$ cat src/rtl/mem_serial_out.sv
// Fetches the byte at memAddr and shifts it out MSB-first on the serial clock.
// byteDone pulses after the last bit so the program counter can advance.
module mem_serial_out #(
  parameter int unsigned addrWidth  = 16,
  parameter int unsigned dataWidth  = 8,
  parameter int unsigned memLatency = 1
) (
  input  logic                 clk,
  input  logic                 reset,
  input  logic                 sclkPosEdge,
  input  logic                 sclkNegEdge,
  input  logic                 enable,
  input  logic [addrWidth-1:0] memAddr,
  input  logic [dataWidth-1:0] memData,
  output logic                 memRead,
  output logic                 sout,
  output logic                 byteDone,
  output logic                 busy,
  output logic                 underrun
);
  localparam int unsigned CntW = (dataWidth > 1) ? $clog2(dataWidth) : 1;
  localparam int unsigned LatW = 3;
  localparam logic [CntW-1:0] LastBit = CntW'(dataWidth - 1);
  localparam logic [LatW-1:0] LatLast = LatW'(memLatency);

  typedef enum logic [2:0] {StIdle, StSettle, StFetch, StLoad, StShift} state_e;

  state_e               state_q, state_d;
  logic [dataWidth-1:0] shift_q, shift_d;
  logic [CntW-1:0]      bit_cnt_q, bit_cnt_d;
  logic [LatW-1:0]      lat_cnt_q, lat_cnt_d;
  logic                 sout_q, sout_d;
  logic                 mem_read_q, mem_read_d;
  logic                 byte_done_q, byte_done_d;
  logic                 underrun_q, underrun_d;
  logic                 first_q, first_d;
  logic                 neg_only;

  // The address goes straight to memory; this block never looks at it.
  logic unused_addr;
  assign unused_addr = ^memAddr;

  always_ff @(posedge clk) begin
    if (reset) begin
      state_q     <= StIdle;
      shift_q     <= '0;
      bit_cnt_q   <= '0;
      lat_cnt_q   <= '0;
      sout_q      <= 1'b0;
      mem_read_q  <= 1'b0;
      byte_done_q <= 1'b0;
      underrun_q  <= 1'b0;
      first_q     <= 1'b0;
    end else begin
      state_q     <= state_d;
      shift_q     <= shift_d;
      bit_cnt_q   <= bit_cnt_d;
      lat_cnt_q   <= lat_cnt_d;
      sout_q      <= sout_d;
      mem_read_q  <= mem_read_d;
      byte_done_q <= byte_done_d;
      underrun_q  <= underrun_d;
      first_q     <= first_d;
    end
  end

  always_comb begin
    // A coincident posedge wins; the negedge strobe is dropped.
    neg_only    = sclkNegEdge & ~sclkPosEdge;
    state_d     = state_q;
    shift_d     = shift_q;
    bit_cnt_d   = bit_cnt_q;
    lat_cnt_d   = lat_cnt_q;
    sout_d      = sout_q;
    underrun_d  = underrun_q;
    first_d     = first_q;
    mem_read_d  = 1'b0;
    byte_done_d = 1'b0;
    case (state_q)
      StIdle: begin
        if (enable) begin
          state_d = StSettle;
          first_d = 1'b1;
        end
      end
      StSettle: begin
        mem_read_d = 1'b1;
        lat_cnt_d  = '0;
        state_d    = StFetch;
        if (neg_only && !first_q) underrun_d = 1'b1;
      end
      StFetch: begin
        if (neg_only && !first_q) underrun_d = 1'b1;
        if (lat_cnt_q == LatLast) begin
          shift_d = memData;
          state_d = StLoad;
        end else begin
          lat_cnt_d = lat_cnt_q + LatW'(1);
        end
      end
      StLoad: begin
        if (neg_only) begin
          sout_d    = shift_q[dataWidth-1];
          bit_cnt_d = '0;
          first_d   = 1'b0;
          state_d   = StShift;
        end
      end
      StShift: begin
        if (sclkPosEdge && bit_cnt_q == LastBit) begin
          byte_done_d = 1'b1;
          state_d     = enable ? StSettle : StIdle;
        end else if (neg_only && bit_cnt_q != LastBit) begin
          shift_d   = shift_q << 1;
          sout_d    = shift_q[dataWidth-2];
          bit_cnt_d = bit_cnt_q + CntW'(1);
        end
      end
      default: state_d = StIdle;
    endcase
  end

  assign memRead  = mem_read_q;
  assign sout     = sout_q;
  assign byteDone = byte_done_q;
  assign underrun = underrun_q;
  assign busy     = (state_q != StIdle);

endmodule

$ cat config.mk
export PLATFORM = sky130hd
export DESIGN_NAME = mem_serial_out
export DESIGN_NICKNAME = d
export VERILOG_FILES = /design/src/rtl/mem_serial_out.sv
export SDC_FILE = /design/constraint.sdc
export NUM_CORES = 1
export LEC_CHECK = 0
export BUFFER_PORTS_ARGS = -buffer_cell sky130_fd_sc_hd__buf_2
export CORE_ASPECT_RATIO = 0.6
export CORE_MARGIN = 4
export CORE_UTILIZATION = 51
export DETAILED_ROUTE_END_ITERATION = 16
export PLACE_DENSITY = 0.78
export SETUP_SLACK_MARGIN = 0.2
export SLEW_MARGIN = 10
export SYNTH_ARGS = -nofsm -noshare
export SYNTH_HDL_FRONTEND = slang
export SYNTH_SLANG_ARGS = --single-unit
$ cat constraint.sdc
create_clock -name clk -period 2.6 [get_ports clk]
set_clock_uncertainty 0.15 [all_clocks]
set_input_delay 0.52 -clock clk [delete_from_list [all_inputs] [get_ports clk]]
set_output_delay 0.52 -clock clk [all_outputs]
set_load 0.01 [all_outputs]
# Word level (Yosys, flattened, before mapping)
# Index checks and enable logic that the tools add are counted.
[totals]
register_bits = 22
[classes]
reduce_logical = 18
n_eq_ne = 14
mux = 25
addsub = 2
bitwise_logic = 3
[ops]
columns = ["cell", "count"]
rows = [
  ["3-bit 2-to-1 mux", 8],
  ["8-bit 2-to-1 mux", 3],
  ["8-bit one-hot mux with 2 select lines", 1],
  ["3-bit one-hot mux with 5 select lines", 1],
  ["2-bit inequality test, second input constant", 7],
  ["3-bit one-hot mux with 2 select lines", 2],
  ["4-bit AND reduction", 3],
  ["1-bit 2-to-1 mux", 8],
  ["2-bit nonzero test", 4],
  ["3-bit by 1-bit adder with 3-bit output, second input constant", 2],
  ["3-bit by 1-bit equality test with 1-bit output, second input constant", 2],
  ["3-bit by 2-bit equality test with 1-bit output, second input constant", 2],
  ["3-bit equality test, second input constant", 2],
  ["1-bit one-hot mux with 2 select lines", 2],
  ["2-bit AND reduction", 2],
  ["2-bit OR reduction", 2],
  ["1-bit logical AND", 3],
  ["3-bit zero test", 1],
  ["3-bit inequality test, second input constant", 1],
  ["3-bit AND reduction", 1],
  ["3-bit nonzero test", 1],
  ["1-bit NOT", 2],
  ["1-bit AND", 1],
  ["1-bit zero test", 1],
]

# Logic depth before layout (Yosys ltp)
# Gate-level depths: netlist of the first run.
[logic_depth]
ltp_word = 6
ltp_mapped = 7
depth_no_buf = 6

# Least setup slack after synthesis of the first run
# OpenSTA, ideal clock, no wires.
[synth_path]
path_kind = "register to register"
startpoint = "register bit_cnt_q[0]"
endpoint = "register shift_q[5]"
setup_slack_ns = 0.660
arrival_ns = 1.652
required_time_ns = 2.312
n_path_buf = 1
setup_time_ns = 0.138
stages_incl_launch_ff = 8
cell_sequence = "dfxtp_1 > ha_1 > ha_1 > or3b_1 > o22ai_2 > buf_6 > nand4_1 > nor3b_2"
[synth_via]
elab_chain_len = 4
word_cells_on_any_way = 7
classes_between = "eq/ne: 4; reduce/logical: 3"
[synth_rtl]
columns = ["element", "line_no", "text"]
rows = [
  ["start: declaration", "30", "logic [CntW-1:0] bit_cnt_q, bit_cnt_d;"],
  ["start signal: assignment", "57", "bit_cnt_q <= bit_cnt_d;"],
  ["3-bit inequality test or 3-bit equality test (tied branches)", "113, 110", ""],
  ["1-bit logical AND, on equally long branches", "113, 110", ""],
  ["2-bit inequality test (no source line)", "-", ""],
  ["4-bit AND reduction (no source line) *", "-", ""],
  ["end signal: assignment", "56", "shift_q <= shift_d;"],
  ["end: declaration", "29", "logic [dataWidth-1:0] shift_q, shift_d;"],
]
# Every way passes the cells marked *; elsewhere a longest branch is shown, timed or not.
# A chain may end at the register's enable or synchronous reset.

# Worst setup path in the final report of the first run
[layout_path]
startpoint = "register state_q[1]"
endpoint = "register lat_cnt_q[0]"
[layout_via]
elab_chain_len = 3
word_cells_on_any_way = 6
classes_between = "eq/ne: 3; mux: 1; reduce/logical: 2"
[layout_rtl]
columns = ["element", "line_no", "text"]
rows = [
  ["start: declaration", "28", "state_e state_q, state_d;"],
  ["start signal: assignment", "45", "state_q <= StIdle;"],
  ["start signal: assignment", "55", "state_q <= state_d;"],
  ["3-bit by 2-bit equality test with 1-bit output or 3-bit by 1-bit equality test with 1-bit output (tied branches)", "79", "case (state_q)"],
  ["2-bit inequality test (no source line) or 2-bit nonzero test (tied branches)", "-", ""],
  ["2-bit AND reduction (no source line)", "-", ""],
  ["end signal: assignment", "58", "lat_cnt_q <= lat_cnt_d;"],
  ["end: declaration", "31", "logic [LatW-1:0] lat_cnt_q, lat_cnt_d;"],
]
# Several ways; a longest one is shown, not always the timed one.

==> key figures, run 1 <==
Status
  – Status: finished clean

Cells and area
  – Nets: 179
  – Most frequent cells in the layout: 22 x dfxtp_1, 17 x buf_2, 10 x mux2i_1
  – Fillers: 202
  – Share of layout cells above drive strength 1: 25.5%
  – Most common cell after layout, fill and taps aside: dfxtp_1
  – Layout area overhead: 13.9%
  – N_diodes: 0

Die
  – DIE AREA: 0.00330 sq mm
  – Chip height: about 46 um
  – Die Wd: 71.6 um
  – Cell row count: 13
  – Core Area: 0.00223 sq mm
  – I/O Pins: 34
  – Initial core utilization: 55.5%

Critical path
  – R2r startpoint: state_q[1]$_SDFFE_PP0P_
  – Worst r2r path cells: 4
  – R2R setup slack: 0.46 ns
  – Max incr delay on CP: 0.61 ns
  – Worst path required time: 2.64 ns
  – CP Capture Type: register
  – Crit path cell chain: nor3b_1 -> nand2_1 -> or2_2 -> a21oi_1
  – Crit-path slowest cell: dfxtp_1
  – Critical path arrival: 2.18 ns
  – Kind of critical path: reg2reg
  – CP startpoint kind: register
  – Worst Path Max Fanout: 18
  – RR Endpoint: lat_cnt_q[0]$_SDFFE_PP0P_

Synth
  – Dominant cell type by area after synthesis: dfxtp_1
  – Synth top area share: 35.6%
  – Sequential element share of the synthesized area: 35.6%
  – Top cells by area, synth: dfxtp_1 36%, mux2i_1 8.1%, nor3b_2 7.1%
  – Post-Synthesis Cells: between 100 and 150
  – Mean Syn Cell Area: 9.51 sq um
  – Synth Net Count: 163
  – Mapped Area: 0.00124 sq mm
  – Post-synthesis register bit count: 22
  – Ys Warns: 0
  – Distinct cells, synth: 41

Clocking
  – Root buf cell: clkbuf_8
  – TritonCTS clock tree: yes
  – Post-CTS Resized: 0
  – Clk Latency, worst-skew pair: 0.27 ns
  – CTS Hold Bufs: 0
  – Sink Count: 22
  – H-tree Lvls: 1
  – CTS buffer count: 3
  – Max clock buf depth: 2
  – Clock-pin slew on the worst setup and hold paths: 0.08 ns
  – Post-CTS Setup Inserts: 0

Routing
  – Final ANT Viol Nets: 0
  – Vias per cell: 5.79
  – Wire length per cell: between 10 and 15 um
  – Residual DRC count: 0
  – Initial drt markers: 48
  – Vias: 1,013
  – First drt pass iteration count: 4
  – Drt total wl: approximately 2400 um

Global routing
  – GRT Overall Usage: 15.7%
  – Initial antenna violation count: 0
  – First-pass GRT wire length: around 4000 um
  – Vias in the first global route: 868
  – Largest net degree at the start of global routing: 26
  – Total grt overflow: 0

Job
  – Max Cap Viol: 0

STA
  – Tmin final: around 2.1 ns
  – Least-Margin Pin Slew: 0.547 ns
  – Final worst-path cycle share: 82.2%
  – Slew margin rel.: between 60% and 70%
  – Setup TNS: 0 ns
  – Hold Vio Cnt, Final: 0
  – Pins Over Slew Limit: 0
  – Fmax: 468 MHz
  – RSZ-0062 raised after global routing: false
  – Final setup violating endpoints: 0

Power and ir drop
  – P_leak: 0.523 nW
  – Total power: roughly 0.0011 W
  – PwrDens: approximately 810 mW/mm^2
  – Maximum vdd drop: 0.000438 V

Min path
  – Hold Path Cell Cnt: 2
  – Hold wc startpoint: bit_cnt_q[2]$_SDFFE_PP0P_
  – Worst Hold Class: reg2reg
  – WHS Endpoint: bit_cnt_q[2]$_SDFFE_PP0P_

Placement
  – Post-DP HPWL: roughly 1700 um
  – Gpl congestion: between 0.8 and 0.9
  – Port Buf Inserts: 17
sequential cells by signal (all words and copies together) (netlist names):
| register | count |
|---|---|
| state_q | 3 |
| sout | 1 |
| byteDone | 1 |
| lat_cnt_q | 3 |
| bit_cnt_q | 3 |
| first_q | 1 |
| shift_q | 8 |
| underrun | 1 |
| memRead | 1 |
where the power goes:
group	total, W	internal (W)	switching [W]
Combinational	0.000351	0.000160	0.000190
Sequential	0.000470	0.000402	0.0000683
Clock	0.000319	0.000206	0.000113
Total	0.00114	0.000768	0.000372
per-stage QoR:
stage / cells / hold WS (ns) / instance area [sq um] / utilization (%) / setup slack [ns]
2_1_floorplan: 130 / 0.286 / 1240 / - / 0.660
3_3_place_gp: 171 / 0.297 / 1330 / 59.6 / 0.432
3_5_place_dp: 171 / 0.307 / 1330 / 59.6 / 0.383
4_1_cts: 175 / 0.320 / 1400 / 62.8 / 0.351
5_1_grt: 175 / 0.340 / 1410 / 63.2 / 0.206
6_report: 175 / 0.316 / 1410 / 63.2 / 0.463
synthesized netlist by cell type:
| library cell | instances |
|---|---|
| a211oi_1 | 1 |
| a21boi_0 | 1 |
| a21oi_1 | 8 |
| a31oi_1 | 8 |
| a41oi_1 | 1 |
| and3b_1 | 1 |
| buf_1 | 1 |
| buf_2 | 3 |
| buf_4 | 2 |
| buf_6 | 1 |
| clkbuf_1 | 2 |
| dfxtp_1 | 22 |
| ha_1 | 4 |
| inv_1 | 3 |
| mux2_2 | 1 |
| mux2i_1 | 10 |
| nand2_1 | 6 |
| nand2b_1 | 4 |
| nand3_1 | 1 |
| nand3_2 | 1 |
| nand4_1 | 7 |
| nor2_1 | 4 |
| nor2b_1 | 4 |
| nor3_1 | 4 |
| nor3b_1 | 3 |
| nor3b_2 | 7 |
| nor3b_4 | 1 |
| nor4_1 | 1 |
| nor4b_1 | 2 |
| o2111ai_1 | 3 |
| o211a_1 | 1 |
| o21ai_0 | 3 |
| o22ai_2 | 1 |
| o31ai_1 | 1 |
| or2_2 | 1 |
| or3_1 | 1 |
| or3b_1 | 1 |
| or3b_2 | 1 |
| or4b_1 | 1 |
| xnor2_1 | 1 |
| xor2_1 | 1 |
logic make-up (layout without fill, tap and decap cells):
logic type	count (synthesis)	in the layout	synth area share, %
and+or+nand+nor	51	51	29.8
AOI/OAI and AO/OA	28	28	15.0
adders and majority gates	4	4	4.05
buffers and inverters	12	27	5.16
muxes	11	11	9.01
xor gates and xnor gates	2	2	1.42
DFF	22	22	35.6
worst max path at each step:
stage / from / to / slack, ns / cells past startpoint
5_1_grt: state_q[1]$_SDFFE_PP0P_ / lat_cnt_q[0]$_SDFFE_PP0P_ / 0.21 / 4
6_report: state_q[1]$_SDFFE_PP0P_ / lat_cnt_q[0]$_SDFFE_PP0P_ / 0.46 / 4
2_1_floorplan: bit_cnt_q[0]$_SDFFE_PP0P_ / shift_q[5]$_SDFFE_PP0P_ / 0.66 / 7
4_1_cts: bit_cnt_q[0]$_SDFFE_PP0P_ / shift_q[5]$_SDFFE_PP0P_ / 0.35 / 6
3_3_place_gp: bit_cnt_q[0]$_SDFFE_PP0P_ / shift_q[6]$_SDFFE_PP0P_ / 0.43 / 6
3_5_place_dp: bit_cnt_q[0]$_SDFFE_PP0P_ / shift_q[5]$_SDFFE_PP0P_ / 0.38 / 6
per-layer routing:
layer  global-route usage (%)  routed length [um]  vias up
met4                     4.49                  21        0
met1                     20.8                1260      478
met2                     24.5                1020       15
met3                     5.45                  97        4
met5                        0                   0        -
li1                         -                   -      516
cell type report:
cell class / count / area (sq um) / area share (%)
multi-input combinational: 96 / 739 / 52.5
sequential: 22 / 440 / 31.3
timing repair buffer: 20 / 108 / 7.64
clock buffer: 3 / 41.3 / 2.93
tap: 30 / 37.5 / 2.67
clock inverter: 1 / 30.0 / 2.13
inverter: 3 / 11.3 / 0.800
critical path: cells and delay by family, from the launching register on:
kind / cells / cell delay, ns
flops: 1 / 0.61
simple gates: 3 / 1.15
compound gates: 1 / 0.16
Note: power is estimated with default switching activity, not from simulation.
==> inputs of run 2 (changes only) <==
--- a/config.mk
+++ b/config.mk
@@ -8,9 +8,9 @@
 export BUFFER_PORTS_ARGS = -buffer_cell sky130_fd_sc_hd__buf_2
 export CORE_ASPECT_RATIO = 0.6
 export CORE_MARGIN = 4
-export CORE_UTILIZATION = 51
+export CORE_UTILIZATION = 46
 export DETAILED_ROUTE_END_ITERATION = 16
-export PLACE_DENSITY = 0.78
+export PLACE_DENSITY = 0.74
 export SETUP_SLACK_MARGIN = 0.2
 export SLEW_MARGIN = 10
 export SYNTH_ARGS = -nofsm -noshare
==> constraint.sdc (replaced) <==
create_clock -name clk -period 1.9 [get_ports clk]
set_clock_uncertainty 0.15 [all_clocks]
set_input_delay 0.38 -clock clk [delete_from_list [all_inputs] [get_ports clk]]
set_output_delay 0.38 -clock clk [all_outputs]
set_load 0.01 [all_outputs]
==> key figures, run 2 (synthesized netlist as in run 1, its figures left out) <==
Cells and area
  – Fillers: 183 (-9.4%)
  – Most frequent cells in the layout: 17 x buf_2, 16 x dfxtp_1, 15 x buf_4
  – Share of layout cells above drive strength 1: 43.9% (+18 points)
  – Number of flip-flops in the largest register: 8 (unchanged)
  – Largest register by flop count: shift_q
  – Non-Filler Instances: 196 (+12%)
  – N_diodes: 0 (unchanged)
  – Layout area overhead: 38.5%
  – Nets: 198 (+11%)
  – Most common cell after layout, fill and taps aside: buf_2

Routing
  – Initial drt markers: 64 (+33%)
  – Final ANT Viol Nets: 0 (unchanged)
  – Drt total wl: 3260 um (+36%)
  – Vias: 1,176 (+16%)
  – Wire length per cell: 16.7 um (+21%)
  – Residual DRC count: 0 (unchanged)
  – First drt pass iteration count: 4 (unchanged)
  – Vias per cell: 6.00 (+3.7%)

Die
  – Initial core utilization: 48.7% (-6.8 points)
  – Die Wd: 74.9 um (+4.7%)
  – Core Area: 0.00254 sq mm (+14%)
  – Cell row count: 14 (+1)
  – DIE AREA: 0.00361 sq mm (+9.3%)
  – Chip height: 48.2 um (+4.4%)
  – I/O Pins: 34 (unchanged)

Global routing
  – GRT Overall Usage: 18.2% (+2.5 points)
  – Initial antenna violation count: 0 (unchanged)
  – Vias in the first global route: 1,091 (+26%)
  – Total grt overflow: 0 (unchanged)
  – First-pass GRT wire length: 4820 um (+21%)
  – Largest net degree at the start of global routing: 16 (-38%)

Power and ir drop
  – PwrDens: 1090 mW/mm^2 (+34%)
  – Maximum vdd drop: 0.000535 V (+22%)
  – Clock Power Share: 24.0% (-4.0 points)
  – Cell Int Power: 0.00123 W (+60%)
  – Gate power share: 42.1% (+11 points)
  – Sequential share of power: 33.9% (-7.4 points)
  – NetSw: 0.000629 W (+69%)
  – Sw frac: 33.8% (+1.2 points)
  – P_leak: 0.653 nW (+25%)

Min path
  – Worst Hold Class: in2reg

Status
  – Status: finished with violations
  – Failing checks: negative setup slack

Clocking
  – Clk Latency, worst-skew pair: 0.27 ns (about the same)
  – TritonCTS clock tree: yes
  – Root buf cell: clkbuf_8
  – CTS Hold Bufs: 0 (unchanged)
  – Max clock buf depth: 2 (unchanged)
  – Sink Count: 22 (unchanged)
  – Clock-pin slew on the worst setup and hold paths: 0.09 ns (about the same)
  – CTS buffer count: 3 (unchanged)
  – H-tree Lvls: 1 (unchanged)

STA
  – Least-Margin Pin Slew: 0.276 ns (-0.271 ns)
  – Final worst-path cycle share: 102% (+20 points)
  – Hold Vio Cnt, Final: 0 (unchanged)
  – RSZ-0062 raised after global routing: true
  – Fmax: 514 MHz (+9.9%)
  – Pins Over Slew Limit: 0 (unchanged)
  – Slew margin rel.: 81.6% (+18 points)
  – Final setup violating endpoints: 2 (+2)
  – Tmin final: 1.95 ns (-0.192 ns)
  – Setup ws final: -0.0451 ns (-0.508 ns)

Job
  – Max Cap Viol: 0 (unchanged)

Critical path
  – R2R setup slack: -0.05 ns (-0.51 ns)
  – Worst Setup EP: shift_q[5]$_SDFFE_PP0P_
  – Critical path arrival: 1.95 ns (-0.23 ns)
  – Worst Path Max Fanout: 8 (-10)
  – CP Capture Type: register
  – R2r startpoint: bit_cnt_q[0]$_SDFFE_PP0P_
  – RR Endpoint: shift_q[5]$_SDFFE_PP0P_
  – CP startpoint kind: register
  – Kind of critical path: reg2reg
  – Crit path launch: bit_cnt_q[0]$_SDFFE_PP0P_
  – Worst r2r path cells: 7 (+3)
  – Worst path required time: 1.91 ns (-0.73 ns)

Placement
  – Post-DP HPWL: 2060 um (+23%)
  – Port Buf Inserts: 17 (unchanged)
  – Pre-CTS setup slack: 0.000947 ns (-0.382 ns)
  – DP Cell Count: 182 (+6.4%)
  – Gpl congestion: 0.838 (+3.7%)
==> run 2: changes by cell type in the layout (fill, tap and decap cells not counted), moves of 2 or more <==
cell     delta
buf_6       +4
buf_4      +12
ha_4        +2
ha_1        -2
dfxtp_4     +2
dfxtp_2     +4
buf_12      +2
dfxtp_1     -6
==> run 2: cell type report <==
type,count,area [sq um],share of cell area [%]
multi-input cells,96,826,48.2
flip-flops and latches,22,453,26.5
repair buffers,39,310,18.1
clock buffers,3,41.3,2.41
well taps,32,40.0,2.34
clock inverters,1,30.0,1.75
inverters,3,11.3,0.658
==> run 2: stage by stage <==
stage / hold WS (ns) / total power (W) / area, sq um / setup TNS (ns) / utilization (%)
6_report: 0.278 / 0.00186 / 1710 / -0.0833 / 67.4
5_1_grt: 0.289 / 0.00196 / 1710 / -0.374 / 67.4
4_1_cts: 0.273 / 0.00175 / 1610 / 0 / 63.3
3_5_place_dp: 0.306 / 0.00121 / 1460 / 0 / 57.5
3_3_place_gp: 0.297 / 0.00118 / 1460 / 0 / 57.5
2_1_floorplan: 0.301 / 0.00104 / 1270 / 0 / -
==> run 2: repair_timing <==
| action | CTS | global route |
|---|---|---|
| gates cloned | 1 | 0 |
| endpoints found under the setup margin | 15 | 17 |
| setup buffers | 4 | 5 |
| pin swaps | 8 | 6 |
| gates resized for setup | 8 | 14 |
==> run 2: critical path, cell delays in order (launching register included) <==
cell and delay, ns:
dfxtp_2 0.34, ha_4 0.16, ha_4 0.16, or3b_4 0.38, o22ai_4 0.21, buf_12 0.17, nand4_1 0.10, nor3b_2 0.17
==> run 2: per-layer routing <==
layer | track usage, % | vias to the layer above | wire length (um)
met4 | 8.16 | 0 | 99
met2 | 33.7 | 40 | 1660
met5 | 0 | - | 0
li1 | - | 561 | -
met1 | 20.4 | 565 | 1350
met3 | 4.53 | 10 | 151
==> run 2: power by group through the flow <==
stage,Combinational [W],Clock [W],Sequential (W)
finish,0.000783,0.000446,0.000629
CTS,0.000668,0.000454,0.000625
global route,0.000846,0.000471,0.000639
detailed placement,0.000571,0,0.000643
floorplan,0.000427,0,0.000612
global placement,0.000547,0,0.000636
==> run 2: worst min path at each step <==
stage | endpoint | depth (start not counted) | slack, ns | start
2_1_floorplan | shift_q[0]$_SDFFE_PP0P_ | 2 | 0.30 | shift_q[0]$_SDFFE_PP0P_
3_3_place_gp | underrun$_SDFFE_PP0P_ | 2 | 0.30 | underrun$_SDFFE_PP0P_
3_5_place_dp | underrun$_SDFFE_PP0P_ | 2 | 0.31 | underrun$_SDFFE_PP0P_
4_1_cts | underrun$_SDFFE_PP0P_ | 2 | 0.27 | reset
5_1_grt | lat_cnt_q[1]$_SDFFE_PP0P_ | 2 | 0.29 | reset
6_report | lat_cnt_q[1]$_SDFFE_PP0P_ | 2 | 0.28 | reset
